File: src/rtl/fila_pkg.sv
// fila_pkg - shared constants and types for the queue user-side controller.
//   WIDTH            data byte width, must match the queue
//   DEPTH            queue capacity (full threshold)
//   LEN_W            width of the queue occupancy count, holds 0..DEPTH
//   DEBOUNCE_CYCLES  default stable-sample count for button filtering
//   fila_ctrl_state_t controller FSM states
package fila_pkg;

    localparam int WIDTH           = 8;
    localparam int DEPTH           = 8;
    localparam int LEN_W           = $clog2(DEPTH + 1);
    localparam int DEBOUNCE_CYCLES = 100;

    typedef enum logic [1:0] {
        IDLE    = 2'd0,
        ENQ     = 2'd1,
        DEQ     = 2'd2,
        CAPTURE = 2'd3
    } fila_ctrl_state_t;

endpackage

File: src/rtl/fila_ctrl_if.sv
// fila_ctrl_if - link between the controller and the 8x8 queue.
//   enqueue_out  one-cycle enqueue strobe (controller -> queue)
//   dequeue_out  one-cycle dequeue strobe (controller -> queue)
//   data_out     byte for the queue's data_in (controller -> queue)
//   q_len        queue occupancy, the queue's len_out (queue -> controller)
//   q_data       queue head byte, the queue's data_out (queue -> controller)
// Modports: master = controller side, slave = queue side.
interface fila_ctrl_if
    import fila_pkg::*;
#(
    parameter int WIDTH = fila_pkg::WIDTH,
    parameter int LEN_W = fila_pkg::LEN_W
);
    logic             enqueue_out;
    logic             dequeue_out;
    logic [WIDTH-1:0] data_out;
    logic [LEN_W-1:0] q_len;
    logic [WIDTH-1:0] q_data;

    modport master (
        output enqueue_out,
        output dequeue_out,
        output data_out,
        input  q_len,
        input  q_data
    );

    modport slave (
        input  enqueue_out,
        input  dequeue_out,
        input  data_out,
        output q_len,
        output q_data
    );
endinterface

File: src/rtl/fila_ctrl_btn_press.sv
// btn_press - turns a raw asynchronous push-button into a one-cycle press pulse.
//   clk_10KHz  system clock
//   reset      asynchronous active-high reset
//   btn_raw    raw button level, asynchronous to clk_10KHz
//   press      one-cycle pulse per accepted 0->1 transition
// Path: 2-flop synchronizer -> optional debounce filter -> rising-edge detector.
// Macro FILA_DEBOUNCE_EN inserts the debounce filter (latency DEBOUNCE_CYCLES+3);
// without it the latency is 3 cycles and bounces give multiple presses.
module btn_press #(
    parameter int DEBOUNCE_CYCLES = 100
) (
    input  logic clk_10KHz,
    input  logic reset,
    input  logic btn_raw,
    output logic press
);
    logic sync_1;
    logic sync_2;
    logic level;
    logic level_d;

    if (DEBOUNCE_CYCLES < 1) begin : g_bad_debounce
        $error("btn_press: DEBOUNCE_CYCLES must be at least 1");
    end

    always_ff @(posedge clk_10KHz or posedge reset) begin
        if (reset) begin
            sync_1 <= 1'b0;
            sync_2 <= 1'b0;
        end else begin
            sync_1 <= btn_raw;
            sync_2 <= sync_1;
        end
    end

`ifdef FILA_DEBOUNCE_EN
    localparam int CNT_W = $clog2(DEBOUNCE_CYCLES + 1);
    localparam logic [CNT_W-1:0] RELOAD = CNT_W'(DEBOUNCE_CYCLES - 1);

    logic [CNT_W-1:0] cnt;

    // Down-counter reloads whenever the synchronized input agrees with the
    // filtered level; only DEBOUNCE_CYCLES consecutive disagreeing samples
    // reach terminal count and move the filtered level.
    always_ff @(posedge clk_10KHz or posedge reset) begin
        if (reset) begin
            level <= 1'b0;
            cnt   <= RELOAD;
        end else if (sync_2 == level) begin
            cnt <= RELOAD;
        end else if (cnt == '0) begin
            level <= sync_2;
            cnt   <= RELOAD;
        end else begin
            cnt <= cnt - 1'b1;
        end
    end
`else
    assign level = sync_2;
`endif

    always_ff @(posedge clk_10KHz or posedge reset) begin
        if (reset) begin
            level_d <= 1'b0;
            press   <= 1'b0;
        end else begin
            level_d <= level;
            press   <= level & ~level_d;
        end
    end
endmodule

File: src/rtl/fila_ctrl.sv
// fila_ctrl - user-side controller for the 8x8-bit queue (fila).
//   clk_10KHz    system clock
//   reset        asynchronous active-high reset
//   btn_enq      raw enqueue button
//   btn_deq      raw dequeue button
//   sw_data      switch value to enqueue
//   q            fila_ctrl_if.master: enqueue_out/dequeue_out/data_out to the
//                queue, q_len/q_data from the queue
//   shown_data   last byte dequeued
//   shown_valid  shown_data holds a real dequeued byte
//   err_full     last request was an enqueue rejected on a full queue
//   err_empty    last request was a dequeue rejected on an empty queue
// Macro FILA_DEBOUNCE_EN enables button debouncing inside btn_press.
//
// state   | meaning
// IDLE    | waiting for a press; full/empty checks happen here
// ENQ     | enqueue_out high for one cycle, data_out = sampled sw_data
// DEQ     | dequeue_out high for one cycle
// CAPTURE | queue head now shows the popped byte; latch it for display
module fila_ctrl
    import fila_pkg::*;
#(
    parameter int WIDTH           = fila_pkg::WIDTH,
    parameter int DEPTH           = fila_pkg::DEPTH,
    parameter int LEN_W           = fila_pkg::LEN_W,
    parameter int DEBOUNCE_CYCLES = fila_pkg::DEBOUNCE_CYCLES
) (
    input  logic             clk_10KHz,
    input  logic             reset,
    input  logic             btn_enq,
    input  logic             btn_deq,
    input  logic [WIDTH-1:0] sw_data,
    fila_ctrl_if.master      q,
    output logic [WIDTH-1:0] shown_data,
    output logic             shown_valid,
    output logic             err_full,
    output logic             err_empty
);
    if ((1 << LEN_W) <= DEPTH) begin : g_bad_len_w
        $error("fila_ctrl: LEN_W too narrow to hold DEPTH");
    end

    fila_ctrl_state_t state;

    logic             press_enq;
    logic             press_deq;
    logic             enq_r;
    logic             deq_r;
    logic [WIDTH-1:0] data_r;
    logic             q_full;
    logic             q_empty;

    btn_press #(.DEBOUNCE_CYCLES(DEBOUNCE_CYCLES)) u_press_enq (
        .clk_10KHz (clk_10KHz),
        .reset     (reset),
        .btn_raw   (btn_enq),
        .press     (press_enq)
    );

    btn_press #(.DEBOUNCE_CYCLES(DEBOUNCE_CYCLES)) u_press_deq (
        .clk_10KHz (clk_10KHz),
        .reset     (reset),
        .btn_raw   (btn_deq),
        .press     (press_deq)
    );

    // Occupancy above DEPTH can only be a glitch on the queue side; treat as full.
    assign q_full  = (q.q_len >= LEN_W'(DEPTH));
    assign q_empty = (q.q_len == '0);

    assign q.enqueue_out = enq_r;
    assign q.dequeue_out = deq_r;
    assign q.data_out    = data_r;

    // Strobes are set on entry to ENQ/DEQ so they line up with the state, and
    // every operation returns through IDLE so q_len has settled before the
    // next full/empty decision.
    always_ff @(posedge clk_10KHz or posedge reset) begin
        if (reset) begin
            state       <= IDLE;
            enq_r       <= 1'b0;
            deq_r       <= 1'b0;
            data_r      <= '0;
            shown_data  <= '0;
            shown_valid <= 1'b0;
            err_full    <= 1'b0;
            err_empty   <= 1'b0;
        end else begin
            enq_r <= 1'b0;
            deq_r <= 1'b0;
            case (state)
                IDLE: begin
                    // Enqueue wins a simultaneous press, matching the queue.
                    if (press_enq) begin
                        if (q_full) begin
                            err_full  <= 1'b1;
                            err_empty <= 1'b0;
                        end else begin
                            state     <= ENQ;
                            enq_r     <= 1'b1;
                            data_r    <= sw_data;
                            err_full  <= 1'b0;
                            err_empty <= 1'b0;
                        end
                    end else if (press_deq) begin
                        if (q_empty) begin
                            err_empty <= 1'b1;
                            err_full  <= 1'b0;
                        end else begin
                            state     <= DEQ;
                            deq_r     <= 1'b1;
                            err_full  <= 1'b0;
                            err_empty <= 1'b0;
                        end
                    end
                end
                ENQ: begin
                    state <= IDLE;
                end
                DEQ: begin
                    state <= CAPTURE;
                end
                CAPTURE: begin
                    shown_data  <= q.q_data;
                    shown_valid <= 1'b1;
                    state       <= IDLE;
                end
                default: begin
                    state <= IDLE;
                end
            endcase
        end
    end
endmodule
File: src/flat_wrapper.sv
// flat-port wrapper written by rule: the top's interface ports become plain ports
module fila_ctrl_flat import fila_pkg::*;
#(
    parameter int WIDTH           = fila_pkg::WIDTH,
    parameter int DEPTH           = fila_pkg::DEPTH,
    parameter int LEN_W           = fila_pkg::LEN_W,
    parameter int DEBOUNCE_CYCLES = fila_pkg::DEBOUNCE_CYCLES
)
  (clk_10KHz, reset, btn_enq, btn_deq, sw_data, shown_data, shown_valid, err_full, err_empty, q_enqueue_out, q_dequeue_out, q_data_out, q_q_len, q_q_data);
  fila_ctrl_if #(.WIDTH(WIDTH), .LEN_W(LEN_W)) q_i ();
  input  logic clk_10KHz;
  input  logic reset;
  input  logic btn_enq;
  input  logic btn_deq;
  input  logic [WIDTH-1:0] sw_data;
  output logic [WIDTH-1:0] shown_data;
  output logic shown_valid;
  output logic err_full;
  output logic err_empty;
  output wire logic [$bits(q_i.enqueue_out)-1:0] q_enqueue_out;
  output wire logic [$bits(q_i.dequeue_out)-1:0] q_dequeue_out;
  output wire logic [$bits(q_i.data_out)-1:0] q_data_out;
  input wire logic [$bits(q_i.q_len)-1:0] q_q_len;
  input wire logic [$bits(q_i.q_data)-1:0] q_q_data;
  assign q_enqueue_out = q_i.enqueue_out;
  assign q_dequeue_out = q_i.dequeue_out;
  assign q_data_out = q_i.data_out;
  assign q_i.q_len = q_q_len;
  assign q_i.q_data = q_q_data;
  fila_ctrl #(.WIDTH(WIDTH), .DEPTH(DEPTH), .LEN_W(LEN_W), .DEBOUNCE_CYCLES(DEBOUNCE_CYCLES)) u_core (.clk_10KHz(clk_10KHz), .reset(reset), .btn_enq(btn_enq), .btn_deq(btn_deq), .sw_data(sw_data), .q(q_i), .shown_data(shown_data), .shown_valid(shown_valid), .err_full(err_full), .err_empty(err_empty));
endmodule
File: config.mk
export PLATFORM = sky130hd
export DESIGN_NAME = fila_ctrl_flat
export DESIGN_NICKNAME = d
export VERILOG_FILES = /design/src/rtl/fila_pkg.sv /design/src/rtl/fila_ctrl_if.sv /design/src/rtl/fila_ctrl_btn_press.sv /design/src/rtl/fila_ctrl.sv /design/src/flat_wrapper.sv
export SDC_FILE = /design/constraint.sdc
export NUM_CORES = 1
export LEC_CHECK = 0
export ABC_AREA = 1
export CAP_MARGIN = 30
export CELL_PAD_IN_SITES_DETAIL_PLACEMENT = 0
export CELL_PAD_IN_SITES_GLOBAL_PLACEMENT = 1
export CORE_UTILIZATION = 34
export DETAILED_ROUTE_END_ITERATION = 12
export PLACE_DENSITY = 0.8
export RECOVER_POWER = 25
export SYNTH_ARGS = -nofsm -noshare
export SYNTH_HDL_FRONTEND = slang
export SYNTH_SLANG_ARGS = --single-unit
export TNS_END_PERCENT = 50
File: constraint.sdc
create_clock -name clk_10KHz -period 1.65 [get_ports clk_10KHz]
set_input_delay 0.33 -clock clk_10KHz [delete_from_list [all_inputs] [get_ports clk_10KHz]]
set_output_delay 0.33 -clock clk_10KHz [all_outputs]
set_load 0.01 [all_outputs]
Yosys cells after proc, flatten, opt, wreduce, memory -nomap -nowiden
Cells that the tools add are included.

Order comparisons: 1. Equal/unequal tests: 6. Multiplexer cells: 18. Bitwise gates (word level): 5. Reductions and logical operators: 7.

Operators by type and width (count): 2-to-1 mux 1 bit (13); != test 3 bit (second input constant) (3); 2-to-1 mux 2 bit (4); one-hot mux 2 bit (3 select lines) (1); AND reduction 3 bit (2); equality test 2 bit (second input constant) (2); >= comparator 4 bit (second input constant) (1); logical NOT 4 bit (1); inverter 1 bit (3); bitwise AND 1 bit (2); equality test 2 x 1 -> 1 bit (second input constant) (1); logical NOT 2 bit (1); AND reduction 2 bit (1); nonzero test 2 bit (1); OR reduction 2 bit (1).

Flip-flop bits (word level): 31. Input bits: 24. Output and inout bits: 21. Word-level logic and storage cells: 53.

Depth between registers and ports, before layout
Gate-level depths: netlist (run 1).

Depth after elaboration: 5. Mapped depth: 6. Mapped depth without buffers: 6.

By module
A second synthesis (run 1) with hierarchy kept.

Cell total of the unflattened synthesis: 128. Area, all modules: 1214.9 µm².

By module, submodules not included: fila_ctrl (times used 1, cells each 114, area an instance 987.2 µm², sequential area each 575.6 µm²); btn_press (times used 2, cells each 7, area an instance 113.9 µm², sequential area each 100.1 µm²).

Least setup slack after synthesis (run 1)
Ideal clock, no wire load.

Path type: register to register. From: reg u_core.state[1]. To: reg u_core.shown_data[0]. Setup time: 125 ps. Arrival time: 896 ps. Data required time: 1525 ps. Setup slack: 629 ps. Stages on the path, launching flop included: 3. Path buffers: 0. Clock period less this slack: 1021 ps. Cell sequence: dfrtp_1 -> nand2_2 -> mux2_2.

Cells in the longest elaborated chain, start to end: 1.

RTL lines: start: declaration (RTL line fila_ctrl.sv:43) `fila_ctrl_state_t state;`; start signal: assignment (RTL line fila_ctrl.sv:80) `state <= IDLE;`; start signal: assignment (RTL line fila_ctrl.sv:99) `state <= ENQ;`; start signal: assignment (RTL line fila_ctrl.sv:110) `state <= DEQ;`; equality test 2 bit (RTL line fila_ctrl.sv:91) `case (state)`; end signal: assignment (RTL line fila_ctrl.sv:124) `shown_data <= q.q_data;`; end: declaration (RTL line fila_ctrl.sv:34) `output logic [WIDTH-1:0] shown_data,`.

Every way passes these cells. A chain may end at the register's enable or synchronous reset.

Final worst setup path (run 1)
From: reg u_core.data_r[7], in the netlist u_core.q.data_out[7]. To: out q_data_out[7].

RTL lines: start: declaration (RTL line fila_ctrl.sv:49) `logic [WIDTH-1:0] data_r;`; start signal: assignment (RTL line fila_ctrl.sv:101) `data_r <= sw_data;`; end: declaration (RTL line flat_wrapper.sv:22) `output wire logic [$bits(q_i.data_out)-1:0] q_data_out;`.

No word-level cell between the ends.

==> flow_summary.json, run 1 <==
{
  "dp_hpwl_um": 1570,
  "clk_latency_ps": 320,
  "r2r-end": "u_core.q.data_out[0]$_DFFE_PP0P_",
  "worst_pin_slew_ps": 724,
  "cp_max_fo": 2,
  "path_cells": "clkdlybuf4s50_1",
  "ctsHoldBuffers": 0,
  "post_dp_cell_area_mm2": 0.00164,
  "status": "finished clean",
  "syn_to_final_growth_pct": 48.7,
  "start_util_pct": 36.6,
  "rsz0062_at_grt": "no",
  "fin_hold_ws_ps": 356,
  "avgViaCountPerCell": 4.38,
  "ys_seq_area_share_pct": 68.4,
  "grt_pass1_vias": 853,
  "antenna_found_initial": 0,
  "syn_inst": 102,
  "vias": 872,
  "power.density_mw_per_mm2": 1520,
  "antenna_left": 0,
  "fin_setup_tns_ps": 0,
  "syn_area_per_cell_um2": 11.1,
  "fill_cells": 321,
  "ys_warn_count": 0,
  "fin_crit_sh_pct": 94.6,
  "grt_pass1_wl_um": 3480,
  "root_buffer": "clkbuf_4",
  "clock_path_buffers": 2,
  "reg2reg_slack_ps": 510,
  "drt-pass1-iter-count": 4,
  "setup_viol": 0,
  "yosysUniqueCellTypes": 11,
  "grt_use_total_pct": 13.6,
  "vdd_ir_drop_max_mv": 0.710,
  "worstPathRequired_ps": 1320,
  "numCtsBuffers": 5,
  "design_area_mm2": 0.00169,
  "post-place-ws_ps": 211,
  "io_pins": 45,
  "cts_max_level": 2,
  "fin_cells": 199,
  "synth_fp_nets": 126,
  "nets": 178,
  "post_cts_resized": 0,
  "cts_tree": "done",
  "post-place-cells": 191,
  "detail_route.wl_per_cell_um": 10.6,
  "clkSlewWorstSetupHoldPaths_ps": 100,
  "arrival_ps": 1230,
  "r2r-start": "u_core.state[1]$_DFFE_PP0P_",
  "setup_ws_ps": 89.9,
  "slowest_stage": "clkdlybuf4s50_1",
  "drc": 0,
  "start_kind": "flop",
  "cts.sinks": 31,
  "drive_above_1_share_pct": 13.5,
  "finalHoldViolCount": 0,
  "die_h_um": 59.8,
  "path_delay_family": "buffers and inverters",
  "drtIter0Drc": 14,
  "coreArea_mm2": 0.00310,
  "hold_class": "flop to flop",
  "worstSetupPathType": "flop to output pin",
  "drv_slew": 0,
  "antennaDiodeCount": 0,
  "drt-total-wl_um": 2100,
  "overflow": 0,
  "relSlewSlack_pct": 51.8,
  "ys_ff_latch": 31,
  "end_kind": "output pin",
  "reg2regPathDepth": 5,
  "die_w_um": 59.8,
  "final_common_cell": "clkdlybuf4s50_1",
  "p_leak_nw": 0.803,
  "syn_area_mm2": 0.00113,
  "final_cell_mix": "41 x clkdlybuf4s50_1, 33 x nand2_1, 31 x dfrtp_1, 12 x inv_1, 8 x mux2_2",
  "min_period_ps": 1560,
  "min_to": "u_core.u_press_enq.level$_DFF_PP0_",
  "grt_max_degree": 32,
  "fmax_mhz": 641,
  "skew_ps": 8.46,
  "cts_setup_buffers": 0,
  "slowest_delay_ps": 550,
  "die_area_mm2": 0.00357,
  "path_buf_inv": 1,
  "io_buffers": 44,
  "fp-row-count": 20,
  "holdPathStages": 0,
  "min_from": "u_core.u_press_enq.sync_1$_DFF_PP0_",
  "drv_cap": 0,
  "gp_congestion": 0.764
}
==> stage by stage <==
stage | total power, mW | utilization [%]
3_3_place_gp | 2.17 | 52.8
4_1_cts | 2.62 | 54.5
2_1_floorplan | 1.62 | -
6_report | 2.57 | 54.4
5_1_grt | 2.76 | 54.4
3_5_place_dp | 2.20 | 52.8
==> Yosys cell counts, drive strengths merged <==
master,instances,share of area (%)
dfrtp,31,68
mux2,8,7.9
inv,12,4.0
nor2,8,2.9
clkinv,1,0.77
nand2,34,11
nand3,4,2.9
o21ai,4,1.8
==> report_power, final <==
part	switching (mW)	internal [mW]
combinational	0.400	0.604
clock	0.251	0.158
sequential	0.149	1.01
==> worst max-delay path by stage <==
stage / cells past startpoint / slack (ps) / startpoint / to
after floorplan: 2 / 630 / u_core.state[1]$_DFFE_PP0P_ / u_core.shown_data[0]$_DFFE_PP0N_
after global placement: 6 / 270 / q_q_len[3] / u_core.q.data_out[7]$_DFFE_PP0P_
after detailed placement: 7 / 210 / q_q_len[3] / u_core.state[0]$_DFFE_PP0P_
after CTS: 1 / 70 / u_core.q.data_out[7]$_DFFE_PP0P_ / q_data_out[7]
after global routing: 1 / 20 / u_core.q.data_out[6]$_DFFE_PP0P_ / q_data_out[6]
final: 1 / 90 / u_core.q.data_out[7]$_DFFE_PP0P_ / q_data_out[7]
==> per-layer routing <==
metal / vias to the layer above / part of all wire, % / track usage (%)
li1: 418 / - / -
met1: 415 / 43 / 14.4
met2: 34 / 49 / 23.0
met3: 5 / 6.7 / 5.19
met4: 0 / 1.0 / 7.97
met5: - / 0 / 0
==> cells by family (layout without fill, tap and decap cells) <==
logic type,after synthesis,after routing,synth area share (%)
DFF,31,31,68.4
and+or+nand+nor,46,46,17.2
muxes,8,8,7.94
AOI/OAI and AO/OA,4,4,1.76
buffers and inverters,13,66,4.74
==> worst reg2reg max path, stage by stage (launching register included) <==
cell      delay, ps
dfrtp_1         440
nor2_2          220
nand3_4         180
clkinv_4        120
nand2_1          60
nand2_1          60
==> area by class of cell <==
class	instances	area (µm²)	area share, %
well taps	44	55.1	3.26
inverters	13	53.8	3.19
clock buffers	5	37.5	2.22
clock inverters	3	15.0	0.890
repair buffers	45	445	26.4
multi-input cells	58	305	18.1
flip-flops and latches	31	776	46.0
Note: power is estimated with default switching activity, not from simulation.
==> run 2, diff against run 1 <==
--- a/config.mk
+++ b/config.mk
@@ -13,7 +13,7 @@
 export DETAILED_ROUTE_END_ITERATION = 12
 export PLACE_DENSITY = 0.8
 export RECOVER_POWER = 25
+export SLEW_MARGIN = 25
 export SYNTH_ARGS = -nofsm -noshare
 export SYNTH_HDL_FRONTEND = slang
 export SYNTH_SLANG_ARGS = --single-unit
-export TNS_END_PERCENT = 50
==> results of run 2 <==
No change in the layout: final DEF, timing and power equal those of run 1.
